$ cat src/rtl/inst_profiler_pkg.sv
// inst_profiler_pkg: opcode boundaries, class/FSM enums and the saturating stall adder shared by the profiler.
package inst_profiler_pkg;
  localparam logic [5:0] OP_MULI = 6'b000101;
  localparam logic [5:0] OP_XORI = 6'b001011;
  localparam logic [5:0] OP_STW  = 6'b001101;
  localparam logic [5:0] OP_HALT = 6'b010001;
  typedef enum logic [2:0] {ARITH, LOGIC, MEM, CTRL, ILLEGAL} inst_class_t;
  typedef enum logic [1:0] {IDLE, RUN, DRAIN, DONE} prof_state_t;
  function automatic logic [31:0] sat_add(input logic [31:0] a, input logic [1:0] b);
    logic [32:0] s;
    s = {1'b0, a} + {31'b0, b};
    return s[32] ? '1 : s[31:0];
  endfunction
endpackage

$ cat src/rtl/inst_profiler_classifier.sv
// inst_classifier: maps a 6-bit opcode to its instruction class and flags HALT.
module inst_classifier
  import inst_profiler_pkg::*;
(
  input  logic [5:0]  opcode,
  output inst_class_t inst_class,
  output logic        is_halt
);
  always_comb begin
    inst_class = opcode <= OP_MULI ? ARITH :
                 opcode <= OP_XORI ? LOGIC :
                 opcode <= OP_STW  ? MEM   :
                 opcode <= OP_HALT ? CTRL  : ILLEGAL;
    is_halt = opcode == OP_HALT;
  end
endmodule

$ cat src/rtl/inst_profiler.sv
// inst_profiler: counts retired instructions per class, runs a HALT drain FSM and, with
// INST_PROFILER_STALL_EN defined, accumulates stall cycles into the total clock estimates.
module inst_profiler
  import inst_profiler_pkg::*;
#(
  parameter int CNT_W     = 16,
  parameter int DRAIN_CYC = 6
) (
  input  logic             clk,
  input  logic             reset,
  input  logic             retire_valid,
  input  logic [31:0]      retire_inst,
  input  logic [1:0]       stall_w_fwd,
  input  logic [1:0]       stall_wo_fwd,
  output logic [CNT_W-1:0] arith_inst_cnt,
  output logic [CNT_W-1:0] logic_inst_cnt,
  output logic [CNT_W-1:0] mem_inst_cnt,
  output logic [CNT_W-1:0] ctrl_inst_cnt,
  output logic [31:0]      total_inst_cnt,
  output logic [31:0]      stall_w_forewarding,
  output logic [31:0]      stall_wo_forewarding,
  output logic [31:0]      total_clk_w_forwarding,
  output logic [31:0]      total_clk_wo_forwarding,
  output logic             halted,
  output logic             illegal_op
);
  localparam int DW = $clog2(DRAIN_CYC + 1);
  prof_state_t state, next_state;
  inst_class_t inst_class;
  logic is_halt, active, ret, unused;
  logic [DW-1:0] drain_cnt, next_drain;
  logic [CNT_W-1:0] cnt [4];
  inst_classifier u_cls (.opcode(retire_inst[31:26]), .inst_class(inst_class), .is_halt(is_halt));
  assign active = state == IDLE || state == RUN;
  assign ret = active && retire_valid;
  always_comb begin
    next_state = state;
    next_drain = drain_cnt;
    case (state)
      IDLE, RUN: begin
        next_state = retire_valid ? (is_halt ? DRAIN : RUN) : state;
        next_drain = retire_valid && is_halt ? DW'(DRAIN_CYC - 1) : drain_cnt;
      end
      DRAIN: begin
        next_state = drain_cnt == '0 ? DONE : DRAIN;
        next_drain = drain_cnt == '0 ? drain_cnt : drain_cnt - DW'(1);
      end
      default: next_state = DONE;
    endcase
  end
  always_ff @(posedge clk) begin
    if (!reset) begin
      state      <= IDLE;
      drain_cnt  <= '0;
      illegal_op <= 1'b0;
      for (int i = 0; i < 4; i++) cnt[i] <= '0;
    end else begin
      state      <= next_state;
      drain_cnt  <= next_drain;
      illegal_op <= illegal_op | (ret && inst_class == ILLEGAL);
      if (ret && inst_class != ILLEGAL && cnt[inst_class[1:0]] != '1)
        cnt[inst_class[1:0]] <= cnt[inst_class[1:0]] + CNT_W'(1);
    end
  end
  assign arith_inst_cnt = cnt[0];
  assign logic_inst_cnt = cnt[1];
  assign mem_inst_cnt   = cnt[2];
  assign ctrl_inst_cnt  = cnt[3];
  assign halted         = state == DONE;
  assign total_inst_cnt = 32'(cnt[0]) + 32'(cnt[1]) + 32'(cnt[2]) + 32'(cnt[3]);
`ifdef INST_PROFILER_STALL_EN
  logic [31:0] stall_w_sum, stall_wo_sum;
  always_ff @(posedge clk) begin
    if (!reset) begin
      stall_w_sum  <= '0;
      stall_wo_sum <= '0;
    end else if (active) begin
      stall_w_sum  <= sat_add(stall_w_sum, stall_w_fwd);
      stall_wo_sum <= sat_add(stall_wo_sum, stall_wo_fwd);
    end
  end
  assign stall_w_forewarding  = stall_w_sum;
  assign stall_wo_forewarding = stall_wo_sum;
  assign unused = ^retire_inst[25:0];
`else
  assign stall_w_forewarding  = '0;
  assign stall_wo_forewarding = '0;
  assign unused = ^{retire_inst[25:0], stall_w_fwd, stall_wo_fwd};
`endif
  assign total_clk_w_forwarding  = total_inst_cnt + 32'(DRAIN_CYC) + stall_w_forewarding;
  assign total_clk_wo_forwarding = total_inst_cnt + 32'(DRAIN_CYC) + stall_wo_forewarding;
endmodule

$ cat config.mk
export PLATFORM = sky130hd
export DESIGN_NAME = inst_profiler
export DESIGN_NICKNAME = d
export VERILOG_FILES = /design/src/rtl/inst_profiler_pkg.sv /design/src/rtl/inst_profiler_classifier.sv /design/src/rtl/inst_profiler.sv
export SDC_FILE = /design/constraint.sdc
export NUM_CORES = 1
export LEC_CHECK = 0
export BUFFER_PORTS_ARGS = -buffer_cell sky130_fd_sc_hd__clkbuf_2
export CAP_MARGIN = 25
export CORE_MARGIN = 4
export CORE_UTILIZATION = 50
export DETAILED_ROUTE_END_ITERATION = 10
export GPL_TIMING_DRIVEN = 1
export MAX_ROUTING_LAYER = met4
export PLACE_DENSITY = 0.83
export REMOVE_ABC_BUFFERS = 1
export SYNTH_ARGS = -nofsm -noshare
export SYNTH_HDL_FRONTEND = slang
export SYNTH_HIERARCHICAL = 1
export SYNTH_SLANG_ARGS = --single-unit
$ cat constraint.sdc
create_clock -name clk -period 11.47 [get_ports clk]
set_clock_uncertainty 0.05 [all_clocks]
set_input_delay 2.294 -clock clk [delete_from_list [all_inputs] [get_ports clk]]
set_output_delay 2.294 -clock clk [all_outputs]
set_load 0.01 [all_outputs]
### Word level (Yosys, flattened, before mapping)

Memory sizes are Yosys's and may differ from the RTL's.
Cells that the tools add are included.

| word-level totals | value |
|---|---|
| register bits | 6 |
| bits in latches | 0 |
| memory bits (writable) | 64 |
| bits in read-only memories | 0 |
| bits of input ports | 39 |
| output and inout bits | 226 |
| word-level logic and storage cells | 55 |
| memories kept | 1 |

| operators by class | value |
|---|---|
| add/subtract/negate cells | 6 |
| multiply operators | 0 |
| divide/modulo/power cells | 0 |
| order comparisons | 4 |
| equal/unequal tests | 10 |
| shift-type cells | 0 |
| mux-type cells | 18 |
| bitwise logic cells | 1 |
| reduce and logical (&&, ||, !) cells | 12 |

Memories:

| name | depth | width | rd ports | clocked after memory_dff | write ports | RTL line | source |
|---|---|---|---|---|---|---|---|
| cnt | 4 | 16 | 5 | 0 | 4 | inst_profiler.sv:32 | `logic [CNT_W-1:0] cnt [4];` |

Operators by type and width:

| kind | number |
|---|---|
| 19-bit by 3-bit adder with 20-bit output (second input constant) | 1 |
| 18-bit by 16-bit adder with 19-bit output | 1 |
| 17-bit by 16-bit adder with 18-bit output | 1 |
| 3-bit two-way mux | 6 |
| 16-bit by 16-bit adder with 17-bit output | 1 |
| 16-bit by 1-bit adder with 16-bit output (second input constant) | 1 |
| 16-bit two-way mux | 1 |
| 16-bit != test (second input constant) | 1 |
| 16-bit OR reduction | 1 |
| 6-bit by 4-bit <= comparator with 1-bit output (second input constant) | 2 |
| 6-bit by 5-bit == test with 1-bit output (second input constant) | 1 |
| 6-bit by 3-bit <= comparator with 1-bit output (second input constant) | 1 |
| 6-bit by 5-bit <= comparator with 1-bit output (second input constant) | 1 |
| 1-bit two-way mux | 6 |
| 2-bit two-way mux | 3 |
| 2-bit != test (second input constant) | 3 |
| 3-bit one-hot mux with 2 select lines | 1 |
| 1-bit logical AND | 5 |
| 2-bit == test (second input constant) | 2 |
| 2-bit one-hot mux with 2 select lines | 1 |
| 3-bit == test (second input constant) | 1 |
| 3-bit logical NOT | 1 |
| 3-bit != test (second input constant) | 1 |
| 3-bit AND reduction | 1 |
| other kinds (7) | 7 |

### Longest topological paths before layout

Gate-level depths: netlist of the first run.

| logic depth | value |
|---|---|
| word-level depth | 13 |
| depth in mapped cells | 17 |

### Hierarchy

Netlist of the first run, hierarchy kept.

Modules (own cells, without submodules):

| module | times used | cells each | area an instance (µm²) | sequential area each (µm²) |
|---|---|---|---|---|
| inst_profiler | 1 | 658 | 6339.8 | 2042.0 |
| inst_classifier | 1 | 9 | 75.1 | 0.0 |

### Worst setup path before layout of the first run

Ideal clock, no wire load.

| timing | value |
|---|---|
| path kind | reg2out |
| start | memory cnt[0][1] |
| end | output total_clk_wo_forwarding[17] |
| arrival time | 4511 ps |
| data required time | 9126 ps |
| slack | 4615 ps |
| cell stages (with the launch flop) | 17 |
| cells stage by stage | edfxtp_1 inv_1 fa_1 inv_1 fa_1 ha_1 inv_1 fa_1 nand2b_1 a211oi_1 a2bb2oi_1 a31oi_1 xnor2_1 o21ai_1 nor4_1 xor2_1 buf_4 |

RTL lines:

| item | RTL line | source |
|---|---|---|
| start, declared | inst_profiler.sv:32 |  |
| end, declared | inst_profiler.sv:23 | `output logic [31:0] total_clk_wo_forwarding,` |

==> results of run 1 <==
-- per-layer routing --
metal / GRT usage (%) / up-vias / routed length, um
li1: - / 2161 / -
met1: 23.3 / 2203 / 5470
met2: 34.3 / 207 / 7560
met3: 3.45 / 29 / 970
met4: 7.91 / 0 / 320
met5: - / - / 0
-- metrics by stage --
| step | instances | area, sq um | total power [mW] | utilization [%] |
|---|---|---|---|---|
| final | 951 | 6930 | 1.12 | 55.1 |
| after global routing | 951 | 6930 | 1.20 | 55.1 |
| after CTS | 951 | 6930 | 1.13 | 55.1 |
| after detailed placement | 935 | 6670 | 0.886 | 53.1 |
| after global placement | 935 | 6670 | 0.878 | 53.1 |
| after floorplan | 630 | 5760 | 0.683 | - |
-- cells in the mapped netlist, types with 2 or more instances --
master,count
nor2b_1,4
buf_4,124
nor4_1,2
or3_1,4
nor3_1,11
nand3_1,9
and2_1,8
xor2_1,24
and3_1,2
o21ai_0,11
and3b_1,2
nor2_2,8
nor2_1,67
buf_2,2
nand3b_1,4
clkbuf_1,9
o21a_1,4
nand4b_1,2
buf_6,3
xnor2_1,18
a211oi_1,2
fa_1,32
mux4_2,16
a31oi_1,7
buf_8,2
edfxtp_1,64
nand2_1,28
a21o_1,6
dfxtp_1,6
ha_1,21
nand2b_1,9
o31ai_1,2
nand4_1,2
a21oi_1,17
inv_1,108
-- where the power goes --
group	switching [mW]	internal, mW	total [mW]	leakage (nW)
combinational	0.350	0.225	0.575	2.47
clock	0.100	0.143	0.243	0.125
sequential	0.0103	0.292	0.302	0.711
-- critical path, delay by kind of cell (launching register included) --
kind                     cells  cell delay (ps)
AND/OR/NAND/NOR              2              530
adder cells (fa/ha/maj)      4             1630
AO/OA/AOI/OAI                4             1220
XOR/XNOR                     2              580
flip-flops                   1              360
buffers and inverters        4              350
-- flip-flops by register name (all words and copies together), names as in the netlist --
name / count
drain_cnt: 3
illegal_op: 1
state: 2
cnt: 64
-- cells by family after synthesis --
family	count (synthesis)	synth area share (%)
xor gates and xnor gates	42	5.73
adders and majority gates	53	14.1
AOI/OAI and AO/OA	61	6.16
and+or+nand+nor	176	14.0
muxes	16	5.62
buffers and inverters	248	22.5
DFF	70	31.8
other	1	0.0585
-- worst max-delay path by stage --
stage,from,to,slack (ps),depth (start not counted)
global placement,retire_inst[28],cnt[0][0]$_SDFFCE_PN0P_,4070,12
detailed placement,retire_inst[28],cnt[0][0]$_SDFFCE_PN0P_,4000,12
global route,cnt[0][1]$_SDFFCE_PN0P_,total_clk_w_forwarding[17],3780,16
finish,cnt[0][1]$_SDFFCE_PN0P_,total_clk_w_forwarding[17],4120,16
floorplan,retire_inst[28],cnt[0][0]$_SDFFCE_PN0P_,3800,10
CTS,cnt[0][1]$_SDFFCE_PN0P_,total_clk_w_forwarding[17],4090,16
-- cell type report --
cell class              count  area (sq um)
clock inverters             6          28.8
multi-input cells         452          3330
fillers                  1082          5640
clock buffers              10           229
well taps                 172           215
flip-flops and latches     70          2040
inverters                 108           405
repair buffers            133           673
==> results by group, run 1 <==
Status
  – Outcome: finished, final reports clean

Route
  – Via density per instance: 4.84
  – DRT antenna net count: 0
  – First DRT Iteration DRCs: 362
  – DRC Markers: 0
  – Final Routed Wirelength: 14.3 mm
  – Vias post-DR: 4600
  – DR WL/cell: 15.1 um
  – Initial DRT Pass Iterations: 5

Placed design
  – PortBufs: 130
  – Post-Place Setup Slack: 4000 ps
  – Routability Congestion: 0.897
  – DPL Wire Length: 11.3 mm

Timing
  – Final Max Slew Viols: 0
  – RSZ-0062 raised after global routing: false
  – Final Cycle Share: 64.0%
  – Fin Setup TNS: 0 ps
  – Setup violations, final: 0
  – Post-route minimum period: 7350 ps
  – Worst-margin pin slew: 866 ps
  – WHS: 417 ps
  – Slew HR: 42.1%
  – Worst Slack Setup Final: 4120 ps
  – Peak Freq: 136 MHz
  – Final hold violations: 0

Floorplan
  – Chip height: 121 um
  – Core Footprint: 12600 sq um
  – Row count: 41
  – Starting density of the core: 51.0%
  – Die Width: 121 um
  – Io pins: 265
  – Die area: 14700 sq um

Synthesis
  – Seq/Total Area, Yosys: 31.8%
  – Post-synth EDFFs: 64
  – Synth Cell Area: 6410 sq um
  – Asr flop ratio synth: 0%
  – Cells after Synth: 667
  – Synth top area share: 30.0%
  – Largest cells by area after synthesis: edfxtp_1 30%, buf_4 15%, fa_1 10%, inv_1 6.3%, mux4_2 5.6%
  – Yosys cell types: 62
  – Area leader, netlist: edfxtp_1
  – Top_reg_cell synth: edfxtp_1
  – Synth Register Bits: 70
  – Post-synthesis average cell area: 9.62 sq um
  – Synth warnings: 6

GRT
  – First-pass GRT wire length: 22.1 mm
  – Vias in the first global route: 4423
  – GRT Util Overall: 19.9%
  – Antenna violations before repair: 0
  – GRT overflow: 0
  – Largest net degree at the start of global routing: 25

Critical path
  – Crit. End Element: output port
  – Worst endpoint required time: 9130 ps
  – CP Class: reg2out
  – Worst-path cell chain: inv_1 -> fa_1 -> inv_1 -> fa_1 -> ha_1 -> inv_1 -> fa_1 -> nand2b_1 -> a211oi_1 -> a2bb2oi_1 -> a31oi_1 -> xnor2_1 -> o21ai_1 -> nor4_1 -> xor2_1 -> clkbuf_2
  – Reg2reg start: cnt[2][0]$_SDFFCE_PN0P_
  – FF-to-FF setup slack: 7140 ps
  – Worst setup SP type: flip-flop
  – CP max-delay cell: fa_1
  – RR Endpoint: cnt[0][4]$_SDFFCE_PN0P_
  – Crit path DAT: 5000 ps
  – Crit-path max cell delay: 540 ps
  – R2r worst-path depth: 8
  – CP Max Fanout: 6

Clock tree
  – Root Buffer: clkbuf_16
  – CTS clk-pin slew, worst paths: 50 ps
  – Clk_lat worst skew: 340 ps
  – Setup Buffers After CTS: 0
  – CTS H-tree depth: 3
  – Post-CTS sizing: 0
  – TritonCTS clock tree: yes
  – CTS Buffer Depth: 2
  – Hold_buf cts: 0
  – Total CTS buffers: 9
  – Clk sinks: 70

Min path
  – Worst Hold Depth: 2
  – WHS Endpoint: illegal_op$_SDFF_PN0_
  – HP Start: illegal_op$_SDFF_PN0_
  – Hold Crit Class: reg2reg

Final layout
  – # diodes: 0
  – Share of layout cells above drive strength 1: 23.1%
  – Layout area overhead: 8.00%
  – Most frequent cells in the layout: 130 x clkbuf_2, 108 x inv_1, 104 x conb_1, 67 x nor2_1, 64 x edfxtp_1
  – Most common cell after layout, fill and taps aside: clkbuf_2
  – NumNets Final: 866

Power
  – LEAKAGE: 3.31 nW
  – Worst-case vdd ir drop: 80.0 uV
  – P per Cell Area: 162 nW/um^2

Run
  – Max-cap violations: 0
Note: power is estimated with default switching activity, not from simulation.
==> run 2, diff against run 1 <==
==> constraint.sdc (replaced) <==
create_clock -name clk -period 7.4 [get_ports clk]
set_clock_uncertainty 0.05 [all_clocks]
set_input_delay 1.48 -clock clk [delete_from_list [all_inputs] [get_ports clk]]
set_output_delay 1.48 -clock clk [all_outputs]
set_load 0.01 [all_outputs]
==> results by group, run 2 (synthesized netlist as in run 1, its figures left out) <==
Timing
  – Peak Freq: 154 MHz
  – RSZ-0062 raised after global routing: false
  – WHS: 435 ps (+18.0 ps)
  – Worst-margin pin slew: 837 ps (-28.8 ps)
  – Setup violations, final: 0 (unchanged)
  – Post-route minimum period: 6490 ps
  – Slew HR: 44.1% (+1.9 points)
  – Fin Setup TNS: 0 ps (unchanged)
  – Final Max Slew Viols: 0 (unchanged)
  – Final hold violations: 0 (unchanged)
  – Final Cycle Share: 87.8%

Placed design
  – Placed cell area: 6690 sq um (+0.23%)
  – DPL Wire Length: 11.2 mm (-0.79%)
  – Routability Congestion: 0.901 (+0.45%)
  – PortBufs: 130 (unchanged)

Route
  – First DRT Iteration DRCs: 362 (unchanged)
  – Vias post-DR: 4453 (-3.2%)
  – DRC Markers: 0 (unchanged)
  – DR WL/cell: 14.9 um (-1.4%)
  – Initial DRT Pass Iterations: 4 (-1)
  – Via density per instance: 4.67 (-3.4%)
  – DRT antenna net count: 0 (unchanged)
  – Final Routed Wirelength: 14.2 mm (-1.2%)

Floorplan
  – Io pins: 265 (unchanged)
  – Row count: 41 (unchanged)
  – Die Width: 121 um (unchanged)
  – Chip height: 121 um (unchanged)
  – Core Footprint: 12600 sq um (unchanged)
  – Die area: 14700 sq um (unchanged)
  – Starting density of the core: 51.0% (unchanged)

Clock tree
  – Total CTS buffers: 9 (unchanged)
  – CTS H-tree depth: 3 (unchanged)
  – Root Buffer: clkbuf_16
  – CTS clk-pin slew, worst paths: 50 ps (about the same)
  – TritonCTS clock tree: yes
  – Clk sinks: 70 (unchanged)
  – Post-CTS sizing: 0 (unchanged)
  – Clk_lat worst skew: 330 ps (about the same)
  – Setup Buffers After CTS: 0 (unchanged)
  – CTS Buffer Depth: 2 (unchanged)
  – Hold_buf cts: 0 (unchanged)

Run
  – Max-cap violations: 0 (unchanged)

Critical path
  – Crit path DAT: 4960 ps (-40 ps)
  – Crit. End Element: output port
  – CP max-delay cell: fa_1
  – CP delay by family, top: adder cells
  – Worst setup SP type: flip-flop
  – FF-to-FF setup slack: 3800 ps (-3340 ps)
  – Worst endpoint required time: 5870 ps (-3260 ps)
  – Reg2reg start: cnt[2][0]$_SDFFCE_PN0P_
  – Crit path launch: cnt[0][1]$_SDFFCE_PN0P_
  – CP Max Fanout: 6 (unchanged)
  – Crit-path max cell delay: 530 ps (about the same)
  – Worst-path cell chain: inv_1 -> fa_1 -> inv_1 -> fa_1 -> ha_1 -> inv_1 -> fa_1 -> nand2b_1 -> a211oi_1 -> a2bb2oi_1 -> a31oi_1 -> xnor2_1 -> o21ai_1 -> nor4_1 -> xor2_1 -> clkbuf_2
  – CP Buf/Inv Count: 4 (unchanged)
  – CP Class: reg2out

GRT
  – First-pass GRT wire length: 21.5 mm (-2.6%)
  – GRT overflow: 0 (unchanged)
  – Vias in the first global route: 4340 (-1.9%)
  – Antenna violations before repair: 0 (unchanged)
  – GRT Util Overall: 19.4% (-0.54 points)
  – Largest net degree at the start of global routing: 19 (-24%)

Power
  – LEAKAGE: 3.34 nW (+0.91%)
  – P per Cell Area: 256 nW/um^2 (+59%)
  – Worst-case vdd ir drop: 106 uV (+32%)
  – Total power: 1.79 mW (+60%)

Final layout
  – Most common cell after layout, fill and taps aside: clkbuf_2
  – Final design utilization: 55.6% (+0.48 points)
  – Max FFs per register: 64 (unchanged)
  – Top flop regs: cnt x64, drain_cnt x3, state x2
  – Filler cells: 1080 (-0.18%)
  – Final instance area: 6990 sq um (+0.87%)
  – Most frequent cells in the layout: 130 x clkbuf_2, 108 x inv_1, 104 x conb_1, 67 x nor2_1, 64 x edfxtp_1
  – Area occupied by multi-input gates: 3330 sq um (unchanged)
  – Layout area overhead: 8.93%
  – NumNets Final: 868 (+0.23%)
  – # diodes: 0 (unchanged)
  – Largest reg by FF count: cnt
  – Share of layout cells above drive strength 1: 23.6% (+0.45 points)
  – Sequential Area: 2040 sq um (unchanged)

Min path
  – Hold Crit Class: reg2reg
  – HP Start: illegal_op$_SDFF_PN0_

Status
  – Outcome: finished, final reports clean
==> run 2: cell types whose count changed in the layout (fill, tap and decap cells not counted), sizes merged <==
| cell | change |
|---|---|
| clkinv | -4 |
| clkbuf | +3 |
| buf | +2 |
| bufinv | +1 |
==> run 2: per-stage QoR <==
stage               worst slack (ps)  std cells
floorplan                        544        630
global placement                1280        937
detailed placement              1200        937
CTS                              870        953
global route                     538        953
finish                           905        953
==> run 2: power breakdown <==
group          internal (mW)  leakage [nW]  switching (mW)
Sequential             0.452         0.711          0.0158
Combinational          0.350          2.48           0.544
Clock                  0.279         0.146           0.151
==> run 2: path summary, 6_finish.rpt <==
check,to,cells after the start
max,total_clk_w_forwarding[17],16
min,illegal_op$_SDFF_PN0_,2
min reg2reg,illegal_op$_SDFF_PN0_,2
max reg2reg,cnt[1][9]$_SDFFCE_PN0P_,7
==> run 2: cell type report <==
class	instances	share of cell area, %
multi-input combinational	452	47.7
sequential	70	29.2
timing repair buffer	135	9.85
inverter	108	5.80
clock buffer	13	3.72
tap	172	3.08
clock inverter	3	0.609
==> run 2: routing by layer <==
layer / track usage, % / share of wire [%] / up-vias
li1: - / - / 2152
met1: 22.6 / 39 / 2109
met2: 33.7 / 52 / 168
met3: 3.68 / 6.9 / 24
met4: 6.65 / 2.0 / 0
met5: - / 0 / -
==> run 2: tightest hold or removal path, cell delays in order, from the launching register on <==
cell and delay (ps):
dfxtp_1 330, a31oi_1 40, nor2_1 70
